File: config.mk
export PLATFORM = sky130hd
export DESIGN_NAME = reset_sequencer_flat
export DESIGN_NICKNAME = d
export VERILOG_FILES = /design/src/rtl/reset_sequencer_if.sv /design/src/rtl/reset_sequencer.sv /design/src/flat_wrapper.sv
export SDC_FILE = /design/constraint.sdc
export NUM_CORES = 1
export LEC_CHECK = 0
export CORE_ASPECT_RATIO = 0.75
export CORE_MARGIN = 2
export CORE_UTILIZATION = 49
export CTS_BUF_LIST = sky130_fd_sc_hd__clkbuf_4 sky130_fd_sc_hd__clkbuf_8 sky130_fd_sc_hd__clkbuf_16
export DETAILED_ROUTE_END_ITERATION = 10
export GPL_ROUTABILITY_DRIVEN = 0
export GPL_TIMING_DRIVEN = 1
export PLACE_DENSITY = 0.74
export SETUP_SLACK_MARGIN = 0.1
export SYNTH_ARGS = -nofsm -noshare
export SYNTH_HDL_FRONTEND = slang
export SYNTH_SLANG_ARGS = --single-unit
export TNS_END_PERCENT = 5
File: constraint.sdc
create_clock -name clk -period 2.01 [get_ports clk]
set_input_delay 0.3015 -clock clk [delete_from_list [all_inputs] [get_ports clk]]
set_output_delay 0.3015 -clock clk [all_outputs]
set_load 0.02 [all_outputs]
File: src/rtl/reset_sequencer_if.sv
// Board reset sequencer bundle: PLL lock inputs, software/watchdog controls, sequenced domain resets.
// master = board/environment side, slave = the sequencer.
interface reset_sequencer_if #(
    parameter int N_LOCK    = 2,
    parameter int N_DOMAINS = 3
);
    logic [N_LOCK-1:0]    locked;
    logic                 force_rst;
    logic                 wdog_kick;
    logic [N_DOMAINS-1:0] rst_n_out;
    logic                 all_released;
    logic [1:0]           state;
    logic                 wdog_fired;

    modport master (
        output locked, force_rst, wdog_kick,
        input  rst_n_out, all_released, state, wdog_fired
    );

    modport slave (
        input  locked, force_rst, wdog_kick,
        output rst_n_out, all_released, state, wdog_fired
    );
endinterface

File: src/rtl/reset_sequencer.sv
// Waits for debounced PLL lock, then releases domain resets in ascending order STAGE_CYCLES apart.
// Optional RUN-state watchdog enabled by defining RESET_SEQ_WDOG_EN.
module reset_sequencer #(
    parameter int N_LOCK       = 2,
    parameter int N_DOMAINS    = 3,
    parameter int LOCK_FILTER  = 16,
    parameter int STAGE_CYCLES = 100,
    parameter int WDOG_CYCLES  = 1024
) (
    input  logic               clk,
    input  logic               rst,
    reset_sequencer_if.slave   bus
);
    localparam int CNT_AB  = (LOCK_FILTER > STAGE_CYCLES) ? LOCK_FILTER : STAGE_CYCLES;
    localparam int CNT_MAX = (CNT_AB > WDOG_CYCLES) ? CNT_AB : WDOG_CYCLES;
    localparam int CNT_W   = $clog2(CNT_MAX) + 1;
    localparam int STG_W   = $clog2(N_DOMAINS) + 1;

    localparam logic [CNT_W-1:0] FILT_LAST  = CNT_W'(LOCK_FILTER - 1);
    localparam logic [CNT_W-1:0] STAGE_LAST = CNT_W'(STAGE_CYCLES - 1);
    localparam logic [STG_W-1:0] DOM_LAST   = STG_W'(N_DOMAINS - 1);

    typedef enum logic [1:0] {
        WAIT_LOCK = 2'd0,
        FILTER    = 2'd1,
        RELEASE   = 2'd2,
        RUN       = 2'd3
    } state_t;

    state_t               st, st_d;
    logic [CNT_W-1:0]     cnt, cnt_d;
    logic [STG_W-1:0]     stage, stage_d;
    logic [N_DOMAINS-1:0] rst_n_q, rst_n_d;
    logic                 all_rel_q, all_rel_d;
    logic                 wdog_abort;

`ifdef RESET_SEQ_WDOG_EN
    localparam logic [CNT_W-1:0] WDOG_LAST = CNT_W'(WDOG_CYCLES - 1);
    logic [CNT_W-1:0] wcnt, wcnt_d;
    logic             wfired, wfired_d;

    always_ff @(posedge clk or posedge rst) begin
        if (rst) begin
            wcnt   <= '0;
            wfired <= 1'b0;
        end else begin
            wcnt   <= wcnt_d;
            wfired <= wfired_d;
        end
    end

    assign bus.wdog_fired = wfired;
`else
    logic unused_kick;
    assign unused_kick    = bus.wdog_kick;
    assign bus.wdog_fired = 1'b0;
`endif

    always_ff @(posedge clk or posedge rst) begin
        if (rst) begin
            st        <= WAIT_LOCK;
            cnt       <= '0;
            stage     <= '0;
            rst_n_q   <= '0;
            all_rel_q <= 1'b0;
        end else begin
            st        <= st_d;
            cnt       <= cnt_d;
            stage     <= stage_d;
            rst_n_q   <= rst_n_d;
            all_rel_q <= all_rel_d;
        end
    end

    always_comb begin
        st_d       = st;
        cnt_d      = cnt;
        stage_d    = stage;
        rst_n_d    = rst_n_q;
        all_rel_d  = all_rel_q;
        wdog_abort = 1'b0;
`ifdef RESET_SEQ_WDOG_EN
        wcnt_d   = '0;
        wfired_d = wfired;
        if (st == RUN) begin
            if (bus.wdog_kick)
                wcnt_d = '0;
            else if (wcnt == WDOG_LAST)
                wdog_abort = 1'b1;
            else
                wcnt_d = wcnt + CNT_W'(1);
        end
`endif
        // Abort outranks every timer: all domains drop together and sequencing starts over.
        if (bus.force_rst || !(&bus.locked) || wdog_abort) begin
            st_d      = WAIT_LOCK;
            cnt_d     = '0;
            stage_d   = '0;
            rst_n_d   = '0;
            all_rel_d = 1'b0;
`ifdef RESET_SEQ_WDOG_EN
            wcnt_d = '0;
            if (wdog_abort)
                wfired_d = 1'b1;
`endif
        end else begin
            case (st)
                WAIT_LOCK: begin
                    st_d  = FILTER;
                    cnt_d = '0;
                end
                FILTER: begin
                    if (cnt == FILT_LAST) begin
                        st_d    = RELEASE;
                        cnt_d   = '0;
                        stage_d = '0;
                    end else begin
                        cnt_d = cnt + CNT_W'(1);
                    end
                end
                RELEASE: begin
                    if (cnt == STAGE_LAST) begin
                        for (int k = 0; k < N_DOMAINS; k++)
                            if (STG_W'(k) == stage)
                                rst_n_d[k] = 1'b1;
                        cnt_d   = '0;
                        stage_d = stage + STG_W'(1);
                        if (stage == DOM_LAST) begin
                            st_d      = RUN;
                            all_rel_d = 1'b1;
                        end
                    end else begin
                        cnt_d = cnt + CNT_W'(1);
                    end
                end
                RUN: begin
                    st_d = RUN;
                end
                default: begin
                    st_d = WAIT_LOCK;
                end
            endcase
        end
    end

    assign bus.rst_n_out    = rst_n_q;
    assign bus.all_released = all_rel_q;
    assign bus.state        = st;
endmodule
File: src/flat_wrapper.sv
// flat-port wrapper written by rule: the top's interface ports become plain ports
module reset_sequencer_flat 
#(
    parameter int N_LOCK       = 2,
    parameter int N_DOMAINS    = 3,
    parameter int LOCK_FILTER  = 16,
    parameter int STAGE_CYCLES = 100,
    parameter int WDOG_CYCLES  = 1024
)
  (clk, rst, bus_locked, bus_force_rst, bus_wdog_kick, bus_rst_n_out, bus_all_released, bus_state, bus_wdog_fired);
  reset_sequencer_if #(.N_LOCK(N_LOCK), .N_DOMAINS(N_DOMAINS)) bus_i ();
  input  logic clk;
  input  logic rst;
  input wire logic [$bits(bus_i.locked)-1:0] bus_locked;
  input wire logic [$bits(bus_i.force_rst)-1:0] bus_force_rst;
  input wire logic [$bits(bus_i.wdog_kick)-1:0] bus_wdog_kick;
  output wire logic [$bits(bus_i.rst_n_out)-1:0] bus_rst_n_out;
  output wire logic [$bits(bus_i.all_released)-1:0] bus_all_released;
  output wire logic [$bits(bus_i.state)-1:0] bus_state;
  output wire logic [$bits(bus_i.wdog_fired)-1:0] bus_wdog_fired;
  assign bus_i.locked = bus_locked;
  assign bus_i.force_rst = bus_force_rst;
  assign bus_i.wdog_kick = bus_wdog_kick;
  assign bus_rst_n_out = bus_i.rst_n_out;
  assign bus_all_released = bus_i.all_released;
  assign bus_state = bus_i.state;
  assign bus_wdog_fired = bus_i.wdog_fired;
  reset_sequencer #(.N_LOCK(N_LOCK), .N_DOMAINS(N_DOMAINS), .LOCK_FILTER(LOCK_FILTER), .STAGE_CYCLES(STAGE_CYCLES), .WDOG_CYCLES(WDOG_CYCLES)) u_core (.clk(clk), .rst(rst), .bus(bus_i));
endmodule
==> results.json <==
{
  "cts_hold_buf": 0,
  "synth_top_flop_cell": "dfrtp_1",
  "fin_ws_ps": -112.2,
  "grt_setup_unrepaired": "yes",
  "netlist_area_um2": 1147,
  "crit_path_start_kind": "register",
  "diodes": 0,
  "dp_cells": 163,
  "postSynthCellCount": 124,
  "met2_usage": 0.2870,
  "synth_fp_nets": 138,
  "overflow": 0,
  "post-route-util": 0.6144,
  "crit_slowest_cell": "or4_4",
  "cts.sinks": 19,
  "cts_tree": "done",
  "grt_max_degree": 20,
  "grt_pass1_wl_um": 4133,
  "swShare": 0.2192,
  "ant_nets": 0,
  "initial_utilization": 0.5094,
  "rows": 15,
  "ioPinCount": 13,
  "clock.fmax_mhz": 471.2,
  "period_share": 1.056,
  "drt-total-wl_um": 2455,
  "powerDensity_nw_per_um2": 455.9,
  "synth_top_area_frac": 0.4144,
  "status": "finished with violations",
  "crit_path_cell_trace": "or4_4 > o41ai_4 > a21o_1 > o21ai_1 > a22o_1",
  "cts_root_buf": "clkbuf_4",
  "num-nets-final": 157,
  "syn_to_final_growth_pct": 20.61,
  "stdcell_count": 167,
  "die_y_um": 45.91,
  "core_region_area_um2": 2252,
  "clk_pin_slew_worst_paths_ps": 100,
  "cap_viol_max_count": 0,
  "die_x_um": 59.88,
  "critPathCaptureType": "register",
  "seqPwrFrac": 0.609,
  "async_reset_ff_frac": 1.000,
  "drt_iter0_markers": 52,
  "layout_min_cycle_time_ps": 2122,
  "hold_viol": 0,
  "finalMaxSlewViolations": 0,
  "clock_latency_ps": 290,
  "syn_area_per_cell_um2": 9.253,
  "grt_pass1_vias": 921,
  "intPower_mw": 0.4926,
  "required_ps": 2200,
  "reg2reg_depth": 5,
  "stdcell_area_um2": 1384,
  "antenna_found_initial": 0,
  "numCtsBuffers": 3,
  "synth_edf_count": 0,
  "slowest_delay_ps": 600,
  "yosysUniqueCellTypes": 35,
  "p_leak_nw": 0.6318,
  "htree_levels": 1,
  "hp-class": "primary input to asynchronous set/reset pin",
  "io_buffer_count": 10,
  "drt_pass1_iterations": 4,
  "track_usage": 0.2041,
  "seq_area_frac_synth": 0.4144,
  "grtUsageMet3": 0.05398,
  "power.share.clock": 0.321,
  "drt-vias-per-instance": 5.749,
  "share_comb_of_total_power": 0.070,
  "ir_drop_mv": 0.3247,
  "drive_gt1_frac": 0.1620,
  "violations": "negative setup slack",
  "vias": 960,
  "ys_top_cells_by_area": "dfrtp_1 (41%), ha_1 (8.7%), a21oi_1 (3.9%)",
  "placed_area_um2": 1338,
  "fillers": 192,
  "crit_arrival_ps": 2320,
  "cp_max_fo": 7,
  "cts_setup_buffers": 0,
  "clk_path_buf_depth": 2,
  "yosysWarnings": 0,
  "p_sw_mw": 0.1383,
  "place_ws_ps": -52.50,
  "drc_errors": 0,
  "worstSetupPathType": "register to register",
  "clock_skew_ps": 5.492,
  "die-area_um2": 2749,
  "dpl.hpwl_um": 1861,
  "setup_violations": 8,
  "synth-seq-cells": 19,
  "grt_busiest_layer": "met1",
  "synth_area_leader_cell": "dfrtp_1",
  "wl_per_cell_um": 14.70,
  "met1_usage": 0.3070
}
==> critical path: cells and delay by family (launching register included) <==
kind | cells | cell delay (ps)
simple gates | 1 | 600
compound gates | 4 | 1040
flops | 1 | 390
==> state kept, by name (all words and copies together) (netlist names) <==
signal / cells
u_core.stage: 3
u_core.bus.all_released: 1
u_core.cnt: 11
u_core.bus.rst_n_out: 2
u_core.bus.state: 2
==> worst paths after layout <==
path / from / endpoint / slack (ps)
worst max-delay path: u_core.cnt[9] / u_core.cnt[4] / -110
worst min-delay path: rst / u_core.stage[1] / 320
worst max register to register: u_core.cnt[9] / u_core.cnt[4] / -110
worst min register to register: u_core.bus.rst_n_out[1] / u_core.bus.rst_n_out[1] / 510
max in group asynchronous: rst / u_core.cnt[0] / 1490
min in group clk: u_core.bus.rst_n_out[1] / u_core.bus.rst_n_out[1] / 510
==> cell type report <==
type	count	area, µm²	share of cell area
clock buffer	4	30.03	0.02170
multi-input combinational	92	649.4	0.4693
timing repair buffer	19	167.7	0.1212
inverter	8	30.03	0.02170
sequential	19	475.5	0.3436
tap	25	31.28	0.02260
==> power by group through the flow <==
stage	registers [mW]	clock network [mW]	logic (mW)
finish	0.384	0.202	0.0444
global route	0.385	0.232	0.0497
CTS	0.384	0.213	0.0449
detailed placement	0.392	0	0.0443
global placement	0.392	0	0.0430
floorplan	0.393	0	0.0265
==> per-layer routing <==
layer / share of wire / wire length (µm) / vias up
li1: - / - / 469
met3: 0.043 / 106 / 2
met2: 0.45 / 1100 / 22
met4: 0.0029 / 7 / 0
met1: 0.51 / 1240 / 467
met5: 0 / 0 / -
==> layout by cell type, fill, tap and decap left out, drive strengths merged <==
cell and instances:
a21boi 1, inv 8, nand4b 1, nor2 10, nor4 1, conb 1
nand3 9, nor2b 3, xnor2 1, clkdlybuf4s50 10, a211oi 1, mux2i 1
or2 2, nand3b 2, buf 9, nor3b 1, a22o 4, ha 8
o41ai 2, or3 2, a31oi 1, or4 1, nand2 9, a21o 3
dfrtp 19, nor3 1, xor2 1, and2 2, a21oi 10, and3b 2
and3 3, o21ai 9, clkbuf 4
==> logic make-up after synthesis <==
kind of cell | after synthesis | share of synthesized area
compound gates | 31 | 0.1930
simple gates | 49 | 0.2290
mux | 1 | 0.008724
other cells | 1 | 0.003268
flops | 19 | 0.4144
buf+inv | 13 | 0.04907
fa+ha+maj | 8 | 0.08724
xor+xnor | 2 | 0.01527
==> synth_stat cells (2+ instances only) <==
| cell type | instances |
|---|---|
| buf_4 | 2 |
| a22o_1 | 4 |
| a21o_1 | 3 |
| or3_1 | 2 |
| o21ai_0 | 9 |
| and3_1 | 3 |
| and2_1 | 2 |
| a21oi_1 | 9 |
| dfrtp_1 | 19 |
| nand3b_1 | 2 |
| nand2_1 | 9 |
| nand3_1 | 9 |
| ha_1 | 8 |
| or2_2 | 2 |
| and3b_1 | 2 |
| nor2_1 | 10 |
| inv_1 | 7 |
| nor2b_1 | 3 |
| clkbuf_1 | 3 |
==> through the flow <==
step                hold WS [ps]  setup TNS, ps  power, mW
detailed placement         495.0         -223.3     0.4359
CTS                        328.9         -257.8     0.6422
global placement           482.3         -42.90     0.4345
global route               340.1          -1560     0.6663
floorplan                  252.6              0     0.4192
finish                     315.1         -506.2     0.6309
==> timing repair <==
action | 4_1_cts | 5_1_grt
setup endpoints to repair | 12 | 18
cloned | 0 | 0
hold endpoints to repair | 0 | 0
pin swaps | 2 | 5
resized for setup | 4 | 5
No activity file was read; power rests on OpenSTA's default activity.
